## src/rtl/seg_scan_display_if.sv

```systemverilog
// Display-data bus between the formatting logic (master) and the scan driver (slave).
interface seg_scan_display_if #(
  parameter int NUM_DIGITS = 4
);
  // load is a one-cycle strobe with no ready/back-pressure: the slave accepts every strobe.
  logic                    load;
  logic [4*NUM_DIGITS-1:0] char_in;
  logic [NUM_DIGITS-1:0]   dp_in;
  logic [NUM_DIGITS-1:0]   blank_in;
  logic                    blink;
  logic [7:0]              segmentos;
  logic [NUM_DIGITS-1:0]   digit_en;
  logic                    frame_start;

  modport master (
    output load, char_in, dp_in, blank_in, blink,
    input  segmentos, digit_en, frame_start
  );

  modport slave (
    input  load, char_in, dp_in, blank_in, blink,
    output segmentos, digit_en, frame_start
  );
endinterface

```

## src/rtl/seg_scan_display.sv

```systemverilog
// Time-multiplexed N-digit 7-segment scan driver with frame-synchronous double buffering.
// Define SEG_SCAN_BRIGHTNESS_EN to add the 3-bit bright duty-cycle input.
module seg_scan_display #(
  parameter int NUM_DIGITS   = 4,
  parameter int PRESCALE     = 4096,
  parameter int BLINK_FRAMES = 64,
  parameter bit ACTIVE_LOW   = 1'b1
) (
  input logic clk,
  input logic rst,
`ifdef SEG_SCAN_BRIGHTNESS_EN
  input logic [2:0] bright,
`endif
  seg_scan_display_if.slave bus
);
  localparam int PC_W  = $clog2(PRESCALE);
  localparam int IDX_W = (NUM_DIGITS > 1) ? $clog2(NUM_DIGITS) : 1;
  localparam int BF_W  = (BLINK_FRAMES > 1) ? $clog2(BLINK_FRAMES) : 1;
  localparam int CW    = 4 * NUM_DIGITS;

  localparam logic [PC_W-1:0]       PC_LAST  = PC_W'(PRESCALE - 1);
  localparam logic [IDX_W-1:0]      IDX_LAST = IDX_W'(NUM_DIGITS - 1);
  localparam logic [BF_W-1:0]       BF_LAST  = BF_W'(BLINK_FRAMES - 1);
  localparam logic [7:0]            SEG_OFF  = {8{ACTIVE_LOW}};
  localparam logic [NUM_DIGITS-1:0] DIG_OFF  = {NUM_DIGITS{ACTIVE_LOW}};

  function automatic logic [6:0] decode(input logic [3:0] g);
    case (g)
      4'h0:    decode = 7'h3F;
      4'h1:    decode = 7'h06;
      4'h2:    decode = 7'h5B;
      4'h3:    decode = 7'h4F;
      4'h4:    decode = 7'h66;
      4'h5:    decode = 7'h6D;
      4'h6:    decode = 7'h7D;
      4'h7:    decode = 7'h07;
      4'h8:    decode = 7'h7F;
      4'h9:    decode = 7'h6F;
      4'hA:    decode = 7'h40;
      4'hB:    decode = 7'h79;
      4'hC:    decode = 7'h73;
      4'hD:    decode = 7'h54;
      4'hE:    decode = 7'h5C;
      default: decode = 7'h00;
    endcase
  endfunction

  logic [PC_W-1:0]       pc_q, pc_d;
  logic [IDX_W-1:0]      idx_q, idx_d;
  logic [CW-1:0]         pend_char_q, pend_char_d, act_char_q, act_char_d;
  logic [NUM_DIGITS-1:0] pend_dp_q, pend_dp_d, act_dp_q, act_dp_d;
  logic [NUM_DIGITS-1:0] pend_blank_q, pend_blank_d, act_blank_q, act_blank_d;
  logic [BF_W-1:0]       blink_cnt_q, blink_cnt_d;
  logic                  blink_off_q, blink_off_d;
  logic [7:0]            seg_q, seg_d;
  logic [NUM_DIGITS-1:0] digit_en_q, digit_en_d;
  logic                  frame_start_q, frame_start_d;

  logic                  pc_last, boundary, bright_ok, lit;
  logic [3:0]            glyph;
  logic [NUM_DIGITS-1:0] dig_raw;

`ifdef SEG_SCAN_BRIGHTNESS_EN
  localparam int BR_W = PC_W + 4;
  logic [BR_W-1:0] duty_lim;
  assign duty_lim  = BR_W'({1'b0, bright} + 4'd1) * BR_W'(PRESCALE);
  assign bright_ok = ({1'b0, pc_q, 3'b000} < duty_lim);
`else
  assign bright_ok = 1'b1;
`endif

  always_comb begin
    pc_last  = (pc_q == PC_LAST);
    boundary = pc_last && (idx_q == IDX_LAST);

    pc_d  = pc_last ? '0 : pc_q + PC_W'(1);
    idx_d = idx_q;
    if (pc_last) idx_d = (idx_q == IDX_LAST) ? '0 : idx_q + IDX_W'(1);

    pend_char_d  = bus.load ? bus.char_in  : pend_char_q;
    pend_dp_d    = bus.load ? bus.dp_in    : pend_dp_q;
    pend_blank_d = bus.load ? bus.blank_in : pend_blank_q;

    // Taking the pending next-state lets a load in the boundary cycle reach the very next frame.
    act_char_d  = boundary ? pend_char_d  : act_char_q;
    act_dp_d    = boundary ? pend_dp_d    : act_dp_q;
    act_blank_d = boundary ? pend_blank_d : act_blank_q;

    blink_cnt_d = blink_cnt_q;
    blink_off_d = blink_off_q;
    if (boundary) begin
      if (blink_cnt_q == BF_LAST) begin
        blink_cnt_d = '0;
        blink_off_d = ~blink_off_q;
      end else begin
        blink_cnt_d = blink_cnt_q + BF_W'(1);
      end
    end

    // pc==0 is a dark dead cycle so the previous digit's segments never ghost onto this one.
    glyph = act_char_q[{idx_q, 2'b00} +: 4];
    lit   = (pc_q != '0) && !act_blank_q[idx_q] && !(bus.blink && blink_off_q) && bright_ok;

    dig_raw = '0;
    if (lit) dig_raw[idx_q] = 1'b1;

    seg_d         = (lit ? {act_dp_q[idx_q], decode(glyph)} : 8'h00) ^ SEG_OFF;
    digit_en_d    = dig_raw ^ DIG_OFF;
    frame_start_d = (pc_q == '0) && (idx_q == '0);
  end

  always_ff @(posedge clk or posedge rst) begin
    if (rst) begin
      pc_q          <= '0;
      idx_q         <= '0;
      pend_char_q   <= '1;
      pend_dp_q     <= '0;
      pend_blank_q  <= '1;
      act_char_q    <= '1;
      act_dp_q      <= '0;
      act_blank_q   <= '1;
      blink_cnt_q   <= '0;
      blink_off_q   <= 1'b0;
      seg_q         <= SEG_OFF;
      digit_en_q    <= DIG_OFF;
      frame_start_q <= 1'b0;
    end else begin
      pc_q          <= pc_d;
      idx_q         <= idx_d;
      pend_char_q   <= pend_char_d;
      pend_dp_q     <= pend_dp_d;
      pend_blank_q  <= pend_blank_d;
      act_char_q    <= act_char_d;
      act_dp_q      <= act_dp_d;
      act_blank_q   <= act_blank_d;
      blink_cnt_q   <= blink_cnt_d;
      blink_off_q   <= blink_off_d;
      seg_q         <= seg_d;
      digit_en_q    <= digit_en_d;
      frame_start_q <= frame_start_d;
    end
  end

  assign bus.segmentos   = seg_q;
  assign bus.digit_en    = digit_en_q;
  assign bus.frame_start = frame_start_q;
endmodule

```

## src/flat_wrapper.sv

```systemverilog
// flat-port wrapper written by rule: the top's interface ports become plain ports
module seg_scan_display_flat 
#(
  parameter int NUM_DIGITS   = 4,
  parameter int PRESCALE     = 4096,
  parameter int BLINK_FRAMES = 64,
  parameter bit ACTIVE_LOW   = 1'b1
)
  (clk, rst, bus_load, bus_char_in, bus_dp_in, bus_blank_in, bus_blink, bus_segmentos, bus_digit_en, bus_frame_start);
  seg_scan_display_if #(.NUM_DIGITS(NUM_DIGITS)) bus_i ();
  input logic clk;
  input logic rst;
  input wire logic [$bits(bus_i.load)-1:0] bus_load;
  input wire logic [$bits(bus_i.char_in)-1:0] bus_char_in;
  input wire logic [$bits(bus_i.dp_in)-1:0] bus_dp_in;
  input wire logic [$bits(bus_i.blank_in)-1:0] bus_blank_in;
  input wire logic [$bits(bus_i.blink)-1:0] bus_blink;
  output wire logic [$bits(bus_i.segmentos)-1:0] bus_segmentos;
  output wire logic [$bits(bus_i.digit_en)-1:0] bus_digit_en;
  output wire logic [$bits(bus_i.frame_start)-1:0] bus_frame_start;
  assign bus_i.load = bus_load;
  assign bus_i.char_in = bus_char_in;
  assign bus_i.dp_in = bus_dp_in;
  assign bus_i.blank_in = bus_blank_in;
  assign bus_i.blink = bus_blink;
  assign bus_segmentos = bus_i.segmentos;
  assign bus_digit_en = bus_i.digit_en;
  assign bus_frame_start = bus_i.frame_start;
  seg_scan_display #(.NUM_DIGITS(NUM_DIGITS), .PRESCALE(PRESCALE), .BLINK_FRAMES(BLINK_FRAMES), .ACTIVE_LOW(ACTIVE_LOW)) u_core (.clk(clk), .rst(rst), .bus(bus_i));
endmodule
```

## config.mk

```make
export PLATFORM = sky130hd
export DESIGN_NAME = seg_scan_display_flat
export DESIGN_NICKNAME = d
export VERILOG_FILES = /design/src/rtl/seg_scan_display_if.sv /design/src/rtl/seg_scan_display.sv /design/src/flat_wrapper.sv
export SDC_FILE = /design/constraint.sdc
export NUM_CORES = 1
export LEC_CHECK = 0
export CAP_MARGIN = 20
export CELL_PAD_IN_SITES_DETAIL_PLACEMENT = 0
export CELL_PAD_IN_SITES_GLOBAL_PLACEMENT = 2
export CORE_ASPECT_RATIO = 0.8
export CORE_UTILIZATION = 42
export DETAILED_ROUTE_END_ITERATION = 10
export PLACE_DENSITY = 0.92
export SYNTH_ARGS = -nofsm -noshare
export SYNTH_HDL_FRONTEND = slang
export SYNTH_SLANG_ARGS = --single-unit
```

## constraint.sdc

```tcl
create_clock -name clk -period 5 [get_ports clk]
set_input_delay 0.75 -clock clk [delete_from_list [all_inputs] [get_ports clk]]
set_output_delay 0.75 -clock clk [all_outputs]
set_load 0.01 [all_outputs]
```

==> qor.csv, run 1 <==
stage,metric,value,unit
run_status,status,finished clean,
placed_design,dpl hpwl,4.36,mm
synthesis,post-synthesis area per instance,13.9,µm²
clock_network,CTS Hold Bufs,0,
detailed_routing,drt via density,5.07,
critical_path,CP Capture Point,u_core.act_dp_q[0],
timing,Max Fclk,356,MHz
layout,# nets final,350,
synthesis,cells after synthesis,267,
critical_path,r2r startpoint,u_core.pc_q[0],
synthesis,largest family of logic cells by synthesized area,multiplexers,
placed_design,GP Congestion,0.749,
global_route,vias in the first global route,2147,
detailed_routing,Final ANT Viol Nets,0,
critical_path,family with the most delay on the worst path,simple AND/OR/NAND/NOR gates,
floorplan,die span in x,107,µm
synthesis,"area leader, netlist",dfstp_2,
timing,final worst path period share,56.1,%
synthesis,top cell type's share of synthesized area,36.8,%
layout,area grow syn2layout,18.9,%
critical_path,R2R cell count,7,
floorplan,core area,8520,µm²
timing,Final Max Tran Viols,0,
timing,"Hold Vio Cnt, Final",0,
synthesis,Mapped Nets,308,
clock_network,CTS tree,yes,
synthesis,post-synthesis mux area share,21.0,%
detailed_routing,first-pass iteration count of the detailed router,4,
layout,design area,4420,µm²
power,peak supply drop,0.179,mV
layout,fillers,744,
job,Max-Cap Viols,0,
critical_path,Crit Path Category,reg2reg,
synthesis,synth top area cells,"dfstp_2, dfrtp_1, mux2_2, mux2_1, ha_1",
critical_path,worst path cell trace,ha_1 > nand2_1 > nor4_4 > buf_4 > and2_1 > buf_4 > mux2_1,
power,PwrDens,278,nW/µm²
synthesis,most frequent cell after synthesis,dfstp_2,
detailed_routing,DRC Markers,0,
placed_design,Port Buffer Count,40,
floorplan,Die ar.,9230,µm²
critical_path,crit path DAT,3.05,ns
clock_network,Post-CTS Setup Inserts,0,
clock_network,CTS Buf Count,9,
critical_path,worst path bufs/invs,2,
detailed_routing,total wire length,6.36,mm
global_route,initial antenna violation count,0,
timing,Slew @ Worst Pin,0.980,ns
timing,RSZ-0062 raised after global routing,no,
synthesis,post-synthesis adder-cell area fraction,4.38,%
placed_design,DP Worst Slack,2.16,ns
clock_network,Clock Sink Count,82,
floorplan,Initial Util,43.6,%
detailed_routing,DR vias,2159,
critical_path,largest fanout on the critical path,21,
critical_path,crit-path most repeated cell,buf_4,
synthesis,post-synth cell types,40,
timing,setup TNS,0,ns
timing,post-route setup slack,2.19,ns
detailed_routing,mean routed wirelength per cell,14.9,µm
layout,Register Area,2120,µm²
synthesis,Synth Area in Compound Gates,3.57,%
critical_path,instance count on the critical path,7,
critical_path,Crit. End Element,flop,
layout,antenna cells,0,
clock_network,clk buf depth,2,
clock_network,worst skew pair latency,0.36,ns
synthesis,xor and xnor area share after synthesis,2.59,%
synthesis,ys async rst share,100,%
timing,Slew Limit Headroom,34.7,%
timing,final hold slack,0.473,ns
global_route,pin count of the biggest net entering global routing,45,
global_route,global-route wire length before repair,10.7,mm
global_route,GRT Total Usage,15.4,%
timing,Tmin final,2.81,ns
worst_hold_path,min-delay worst type,reg2reg,
floorplan,io pins,41,
critical_path,worst path required time,5.24,ns
layout,area of the multi-input gates,1490,µm²
critical_path,Critical path origin,u_core.pc_q[0],
timing,setup skew after layout,0.00631,ns
power,Static Leak,1.89,nW
synthesis,register area share after synthesis,57.0,%
critical_path,slowest CP cell,and2_1,
floorplan,row count,30,
synthesis,Post-synth EDFFs,0,
critical_path,reg2reg end,u_core.act_dp_q[0],
synthesis,Simple-Gate Fraction of Synth Area,8.48,%
synthesis,post-synthesis instance area,3720,µm²
synthesis,yosys warns,0,
critical_path,Register-to-Register Setup Slack,2.19,ns
synthesis,Synth Register Bits,82,
clock_network,clk slew on worst S/H paths,0.08,ns
detailed_routing,drt initial violations,49,
floorplan,Die Y,86.1,µm
synthesis,most used flip-flop cell after synthesis,dfstp_2,
clock_network,Root Buffer,clkbuf_8,
timing,final setup fails,0,
critical_path,Critical Path Max Stage Delay,0.80,ns
clock_network,PostCTS Resize Cnt,0,
layout,ratio of cells with drive above 1 in the final layout,36.6,%
global_route,GRT Residual Overflow,0,
critical_path,crit start category,flop,
placed_design,"Cell Area, Placed",4230,µm²
clock_network,H-tree Lvls,3,
synthesis,list of most frequent post-synthesis cells,"dfstp_2, mux2_2, dfrtp_1",
==> cell families after synthesis <==
| family | count (synthesis) |
|---|---|
| XOR/XNOR | 11 |
| multiplexers | 64 |
| adder cells (fa/ha/maj) | 13 |
| buffers and inverters | 23 |
| AND/OR/NAND/NOR | 57 |
| flip-flops | 82 |
| AO/OA/AOI/OAI | 17 |
==> state kept, by name, summed over array words and instances, names as in the netlist <==
name and count:
u_core.pc_q 12, u_core.bus.segmentos 8, u_core.bus.digit_en 4, u_core.pend_blank_q 4, u_core.blink_cnt_q 6, u_core.bus.frame_start 1
u_core.blink_off_q 1, u_core.pend_char_q 16, u_core.act_char_q 16, u_core.act_blank_q 4, u_core.pend_dp_q 4, u_core.idx_q 2
u_core.act_dp_q 4
==> routing by layer <==
layer	vias up	GRT usage, %	wire, µm
met5	-	0	0
met4	0	6.35	115
met3	13	4.10	255
met2	36	22.6	2780
met1	1079	21.5	3200
li1	1031	-	-
==> per-stage QoR <==
stage	utilization (%)	power, W	instances
after floorplan	-	0.000746	267
after global placement	49.4	0.000777	409
after detailed placement	49.6	0.000780	410
after CTS	51.9	0.00125	426
after global routing	51.9	0.00128	426
final	51.9	0.00123	426
==> worst min path at each step <==
stage               cells past startpoint             startpoint  slack, ns                    end
floorplan                               1  u_core.blink_cnt_q[4]       0.44  u_core.blink_cnt_q[4]
global placement                        1  u_core.blink_cnt_q[4]       0.46  u_core.blink_cnt_q[4]
detailed placement                      1  u_core.blink_cnt_q[4]       0.46  u_core.blink_cnt_q[4]
CTS                                     1  u_core.blink_cnt_q[4]       0.48  u_core.blink_cnt_q[4]
global route                            1  u_core.blink_cnt_q[4]       0.49  u_core.blink_cnt_q[4]
finish                                  1  u_core.blink_cnt_q[4]       0.47  u_core.blink_cnt_q[4]
==> power by group <==
group	internal [W]	switching, W
Combinational	0.0000377	0.0000292
Clock	0.000215	0.000248
Sequential	0.000695	0.00000488
==> placed cells by master, fill, tap and decap left out, drive strengths merged, types with 2 or more instances in the layout <==
master         synthesis  final
and2                   3      3
and3                   7      7
buf                    5      5
clkbuf                 9     10
clkdlybuf4s50          0     40
clkinv                 0      3
dfrtp                 30     30
dfstp                 52     52
ha                    13     13
inv                    9     12
mux2                  53     53
mux2i                  5      5
mux4                   6      6
nand2                 16     16
nand3                  7      7
nand4                  3      3
nor2                   9      9
nor2b                  3      3
nor3                   2      2
nor4                   2      2
o211ai                 4      4
o21ai                  2      2
o311ai                 3      3
xnor2                  5      5
xor2                   6      6
==> worst register-to-register path: cells and delay by family, from the launching register on <==
family	cells	cell delay, ns
AND/OR/NAND/NOR	3	1.17
adder cells (fa/ha/maj)	1	0.24
multiplexers	1	0.33
buffers and inverters	2	0.56
flip-flops	1	0.40
==> area by class of cell <==
cell class / count / area share [%]
Tap cell: 112 / 3.17
Clock inverter: 6 / 1.05
Timing Repair Buffer: 45 / 10.1
Inverter: 9 / 0.764
Sequential cell: 82 / 47.9
Multi-Input combinational cell: 162 / 33.7
Clock buffer: 10 / 3.37
(Power assumes the default switching activity.)
==> inputs of run 2 (changes only) <==
--- a/config.mk
+++ b/config.mk
@@ -9,9 +9,9 @@
 export CELL_PAD_IN_SITES_DETAIL_PLACEMENT = 0
 export CELL_PAD_IN_SITES_GLOBAL_PLACEMENT = 2
 export CORE_ASPECT_RATIO = 0.8
-export CORE_UTILIZATION = 42
+export CORE_UTILIZATION = 36
 export DETAILED_ROUTE_END_ITERATION = 10
-export PLACE_DENSITY = 0.92
+export PLACE_DENSITY = 0.85
 export SYNTH_ARGS = -nofsm -noshare
 export SYNTH_HDL_FRONTEND = slang
 export SYNTH_SLANG_ARGS = --single-unit
==> constraint.sdc (replaced) <==
create_clock -name clk -period 2.35 [get_ports clk]
set_input_delay 0.3525 -clock clk [delete_from_list [all_inputs] [get_ports clk]]
set_output_delay 0.3525 -clock clk [all_outputs]
set_load 0.01 [all_outputs]
==> run 2 against run 1 <==
  * Count of clock-buffer cells in the layout is 1 lower
  * Clock skew is 0.0024 ns higher
  * Highest routed layer unchanged
  * Hold slack worse by 0.0059 ns
  * Largest power group is now the clock network
  * Register-to-register slack worse by 1.8 ns
  * Die area is 16% higher
  * Combinational power is 120% higher
  * Final area is 4.8% higher
  * Non-clock buffer count is 1 higher
  * Setup slack worse by 1.8 ns
  * Largest cell class unchanged
  * Critical path depth is 1 lower
==> qor.csv, run 2 (synthesis gave the netlist of run 1 again) <==
stage,metric,value,unit
floorplan,core area,9850,µm²
detailed_routing,drt via density,4.73,
layout,antenna cells,0,
placed_design,GP Congestion,0.751,
floorplan,Die Y,92.9,µm
clock_network,H-tree Lvls,3,
clock_network,CTS tree,yes,
power,clock share of power,49.9,%
power,PwrDens,705,nW/µm²
layout,ratio of cells with drive above 1 in the final layout,36.8,%
clock_network,clk slew on worst S/H paths,0.06,ns
timing,setup TNS,0,ns
clock_network,CTS Buf Count,9,
layout,fillers,910,
clock_network,Root Buffer,clkbuf_16,
detailed_routing,first-pass iteration count of the detailed router,4,
clock_network,CTS Hold Bufs,0,
detailed_routing,drt initial violations,108,
worst_hold_path,Hold Path End,u_core.blink_cnt_q[4],
layout,most frequent cells in the layout,"dfstp_2, clkdlybuf4s50_1, mux2_2",
power,share of power burned in registers,45.6,%
timing,"Hold Vio Cnt, Final",0,
placed_design,"Cell Area, Placed",4280,µm²
critical_path,Crit. End Element,flop,
critical_path,worst path bufs/invs,1,
power,Int Pwr,0.00261,W
job,Max-Cap Viols,0,
global_route,GRT Residual Overflow,0,
power,peak supply drop,0.312,mV
layout,Top Registers,"u_core.act_char_q: 16 flops, u_core.pend_char_q: 16 flops, u_core.pc_q: 12 flops",
floorplan,row count,32,
floorplan,Initial Util,37.7,%
power,Static Leak,1.96,nW
worst_hold_path,WHS Path Cells,1,
power,Gate power share,4.5,%
worst_hold_path,Hold Startpoint,u_core.blink_cnt_q[4],
global_route,initial antenna violation count,0,
clock_network,PostCTS Resize Cnt,0,
critical_path,Crit Path Category,reg2reg,
critical_path,slowest CP cell,mux4_2,
critical_path,crit start category,flop,
clock_network,worst skew pair latency,0.34,ns
detailed_routing,mean routed wirelength per cell,14.4,µm
global_route,global-route wire length before repair,10.8,mm
detailed_routing,Final ANT Viol Nets,0,
critical_path,crit path DAT,2.22,ns
layout,area grow syn2layout,24.7,%
global_route,vias in the first global route,2094,
floorplan,Die ar.,10700,µm²
clock_network,Post-CTS Setup Inserts,0,
critical_path,Critical Path Max Stage Delay,0.62,ns
layout,area of the multi-input gates,1490,µm²
detailed_routing,total wire length,6.48,mm
detailed_routing,DR vias,2131,
timing,Slew Limit Headroom,70.4,%
timing,Slew @ Worst Pin,0.439,ns
placed_design,dpl hpwl,4.50,mm
clock_network,clk buf depth,2,
floorplan,die span in x,116,µm
critical_path,r2r startpoint,u_core.idx_q[0],
worst_hold_path,min-delay worst type,reg2reg,
critical_path,R2R cell count,6,
global_route,GRT Total Usage,13.4,%
layout,"commonest non-fill, non-tap cell in the layout",dfstp_2,
critical_path,reg2reg end,u_core.bus.segmentos[4],
power,Sw Pwr,0.000657,W
critical_path,family with the most delay on the worst path,multiplexers,
timing,Final Max Tran Viols,0,
timing,setup skew after layout,0.00873,ns
detailed_routing,DRC Markers,0,
run_status,status,finished clean,
critical_path,largest fanout on the critical path,8,
clock_network,Clock Sink Count,82,
layout,Register Area,2120,µm²
power,Sw Ratio,20.1,%
critical_path,worst path cell trace,mux4_2 > inv_1 > ha_1 > mux2_2 > nand2_1 > o311ai_0,
timing,Tmin final,1.98,ns
critical_path,Register-to-Register Setup Slack,0.37,ns
timing,final worst path period share,84.4,%
critical_path,worst path required time,2.59,ns
layout,design area,4630,µm²
floorplan,io pins,41,
layout,# nets final,351,
timing,Max Fclk,504,MHz
timing,RSZ-0062 raised after global routing,no,
placed_design,Port Buffer Count,40,
global_route,pin count of the biggest net entering global routing,83,
timing,final setup fails,0,
==> run 2: cell count changes in the layout (fill, tap and decap cells not counted), sizes merged <==
cell,previous run,this run
bufinv,0,3
inv,12,10
buf,5,6
clkbuf,10,9
clkinv,3,2
clkinvlp,0,1
==> run 2: layout make-up <==
class	count	area share (%)
multi-input cells	162	32.1
clock inverters	7	2.70
clock buffers	9	4.86
flip-flops and latches	82	45.7
repair buffers	46	10.2
well taps	136	3.67
inverters	9	0.810
==> run 2: power by group through the flow <==
stage / combinational [W] / sequential [W] / clock (W)
CTS: 0.000150 / 0.00149 / 0.00167
detailed placement: 0.000149 / 0.00151 / 0
global route: 0.000161 / 0.00149 / 0.00173
finish: 0.000146 / 0.00149 / 0.00163
floorplan: 0.0000787 / 0.00151 / 0
global placement: 0.000147 / 0.00151 / 0
==> run 2: how the worst max path moves through the flow <==
stage                     depth (start not counted)       startpoint                 endpoint
after floorplan                                   7  u_core.idx_q[0]  u_core.bus.segmentos[4]
after global placement                            4         bus_load       u_core.act_dp_q[2]
after detailed placement                          6  u_core.idx_q[0]  u_core.bus.segmentos[4]
after CTS                                         6  u_core.idx_q[0]  u_core.bus.segmentos[4]
after global routing                              6  u_core.idx_q[0]  u_core.bus.segmentos[4]
final                                             6  u_core.idx_q[0]  u_core.bus.segmentos[4]
==> run 2: metrics by stage <==
| stage | worst slack (ns) | total power [W] | hold slack (ns) | util (%) | std cells |
|---|---|---|---|---|---|
| 5_1_grt | 0.265 | 0.00339 | 0.499 | 47.1 | 451 |
| 3_3_place_gp | 0.429 | 0.00166 | 0.457 | 43.5 | 435 |
| 2_1_floorplan | 0.300 | 0.00159 | 0.439 | - | 267 |
| 6_report | 0.367 | 0.00327 | 0.467 | 47.1 | 451 |
| 4_1_cts | 0.366 | 0.00331 | 0.472 | 47.1 | 451 |
| 3_5_place_dp | 0.389 | 0.00166 | 0.462 | 43.5 | 435 |
==> run 2: layer usage <==
layer | GRT usage (%) | vias up | wire length (µm)
met3 | 4.32 | 9 | 235
met5 | 0 | - | 0
li1 | - | 1031 | -
met2 | 18.3 | 38 | 2770
met4 | 4.17 | 0 | 63
met1 | 19.7 | 1053 | 3410
==> inputs of run 3 (changes only) <==
--- a/config.mk
+++ b/config.mk
@@ -9,9 +9,9 @@
 export CELL_PAD_IN_SITES_DETAIL_PLACEMENT = 0
 export CELL_PAD_IN_SITES_GLOBAL_PLACEMENT = 2
 export CORE_ASPECT_RATIO = 0.8
-export CORE_UTILIZATION = 36
+export CORE_UTILIZATION = 39
 export DETAILED_ROUTE_END_ITERATION = 10
-export PLACE_DENSITY = 0.85
+export PLACE_DENSITY = 0.87
 export SYNTH_ARGS = -nofsm -noshare
 export SYNTH_HDL_FRONTEND = slang
 export SYNTH_SLANG_ARGS = --single-unit
==> constraint.sdc (replaced) <==
create_clock -name clk -period 2 [get_ports clk]
set_input_delay 0.3 -clock clk [delete_from_list [all_inputs] [get_ports clk]]
set_output_delay 0.3 -clock clk [all_outputs]
set_load 0.01 [all_outputs]
==> run 3 against run 2 <==
  * The run now ends with DRC left
  * Clock power about the same
  * Utilization rose by 4.1 points
  * Total power grew 9.8%
  * Critical endpoint is now u_core.act_dp_q[0]
==> qor.csv, run 3 (synthesis gave the netlist of run 1 again) <==
stage,metric,value,unit
detailed_routing,first-pass iteration count of the detailed router,7,
layout,ratio of cells with drive above 1 in the final layout,39.6,%
placed_design,Port Buffer Count,40,
clock_network,PostCTS Resize Cnt,0,
critical_path,Critical path origin,u_core.pc_q[0],
critical_path,Crit. End Element,flop,
timing,post-route setup slack,0.142,ns
worst_hold_path,min-delay worst type,in2async,
layout,Top Registers,"u_core.act_char_q: 16 flops, u_core.pend_char_q: 16 flops, u_core.pc_q: 12 flops",
critical_path,crit start category,flop,
clock_network,clk slew on worst S/H paths,0.07,ns
clock_network,Clock Sink Count,82,
clock_network,CTS Buf Count,9,
timing,setup skew after layout,0.00784,ns
global_route,initial antenna violation count,0,
detailed_routing,DRC Markers,6,
critical_path,crit path DAT,2.08,ns
timing,Max Fclk,538,MHz
critical_path,Crit Path Category,reg2reg,
timing,setup TNS,0,ns
clock_network,H-tree Lvls,3,
layout,# nets final,362,
floorplan,io pins,41,
power,peak supply drop,0.387,mV
layout,most frequent cells in the layout,"dfstp_2, clkdlybuf4s50_1, mux2_2",
layout,area grow syn2layout,26.1,%
timing,Final Max Tran Viols,0,
detailed_routing,mean routed wirelength per cell,15.0,µm
clock_network,worst skew pair latency,0.34,ns
layout,final core utilization,51.2,%
detailed_routing,drt via density,5.02,
floorplan,core area,9150,µm²
clock_network,CTS tree,yes,
detailed_routing,DR vias,2212,
critical_path,worst path required time,2.23,ns
run_status,failing checks,DRC,
detailed_routing,drt initial violations,98,
detailed_routing,total wire length,6.64,mm
global_route,vias in the first global route,2195,
detailed_routing,Final ANT Viol Nets,0,
floorplan,Initial Util,40.6,%
global_route,pin count of the biggest net entering global routing,37,
clock_network,Root Buffer,clkbuf_16,
floorplan,Die ar.,9930,µm²
placed_design,DP Worst Slack,0.112,ns
critical_path,largest fanout on the critical path,16,
timing,final worst path period share,92.9,%
critical_path,r2r startpoint,u_core.pc_q[0],
timing,Slew Limit Headroom,67.7,%
placed_design,dpl hpwl,4.68,mm
power,total power,0.00359,W
power,PwrDens,766,nW/µm²
layout,antenna cells,0,
power,Static Leak,2.01,nW
timing,RSZ-0062 raised after global routing,no,
timing,Tmin final,1.86,ns
timing,Slew @ Worst Pin,0.478,ns
placed_design,GP Congestion,0.784,
global_route,GRT Residual Overflow,0,
layout,fillers,807,
clock_network,CTS Hold Bufs,0,
floorplan,Die Y,89.3,µm
clock_network,clk buf depth,2,
clock_network,Post-CTS Setup Inserts,0,
floorplan,row count,31,
timing,"Hold Vio Cnt, Final",0,
run_status,status,finished with violations,
global_route,global-route wire length before repair,11.2,mm
layout,"commonest non-fill, non-tap cell in the layout",dfstp_2,
global_route,GRT Total Usage,14.7,%
floorplan,die span in x,111,µm
timing,final setup fails,0,
job,Max-Cap Viols,0,
run 3: cell count changes in the layout (fill, tap and decap cells not counted), moves of 2 or more:
cell,delta
clkinv_8,+2
inv_8,+2
buf_4,+8
buf_12,+3
bufinv_16,-3
run 3: power by group:
group          switching (W)  total, W  leakage [nW]  internal [W]
logic              0.0000787  0.000182         0.928      0.000104
clock network       0.000763   0.00165         0.150      0.000891
registers          0.0000127   0.00175         0.935       0.00174
run 3: layer usage:
| metal | vias up | GRT usage [%] | routed length (µm) |
|---|---|---|---|
| met4 | 0 | 5.90 | 114 |
| met5 | - | 0 | 0 |
| met1 | 1097 | 21.8 | 3550 |
| met2 | 45 | 20.5 | 2720 |
| met3 | 10 | 3.73 | 250 |
| li1 | 1060 | - | - |
run 3: stage by stage:
stage / hold WS (ns) / cell area (µm²) / std cells
after floorplan: 0.439 / 3720 / 267
after global placement: 0.454 / 4380 / 425
after detailed placement: 0.459 / 4380 / 425
after CTS: 0.300 / 4680 / 441
after global routing: 0.326 / 4690 / 441
final: 0.299 / 4690 / 441
run 3: worst paths after layout:
kind	to	slack [ns]	cells past startpoint
setup / recovery	u_core.act_dp_q[0]	0.14	6
hold / removal	u_core.pc_q[3]	0.30	2
setup reg to reg	u_core.act_dp_q[0]	0.14	6
hold reg to reg	u_core.blink_cnt_q[4]	0.47	1
max in group asynchronous	u_core.pend_char_q[15]	1.15	3
min in group clk	u_core.blink_cnt_q[4]	0.47	1
run 3: final cells by class:
cell class	instances	area (µm²)	share of cell area, %
clock buffers	9	225	4.81
clock inverters	7	81.3	1.74
inverters	9	37.5	0.801
multi-input cells	162	1490	31.8
flip-flops and latches	82	2120	45.2
well taps	115	144	3.07
repair buffers	57	591	12.6
run 3: worst max-delay path: stages (launching register included):
cell,delay [ns]
dfrtp_1,0.39
ha_1,0.19
nand2_1,0.12
nor4_4,0.24
and2_1,0.28
buf_12,0.19
mux2_1,0.32
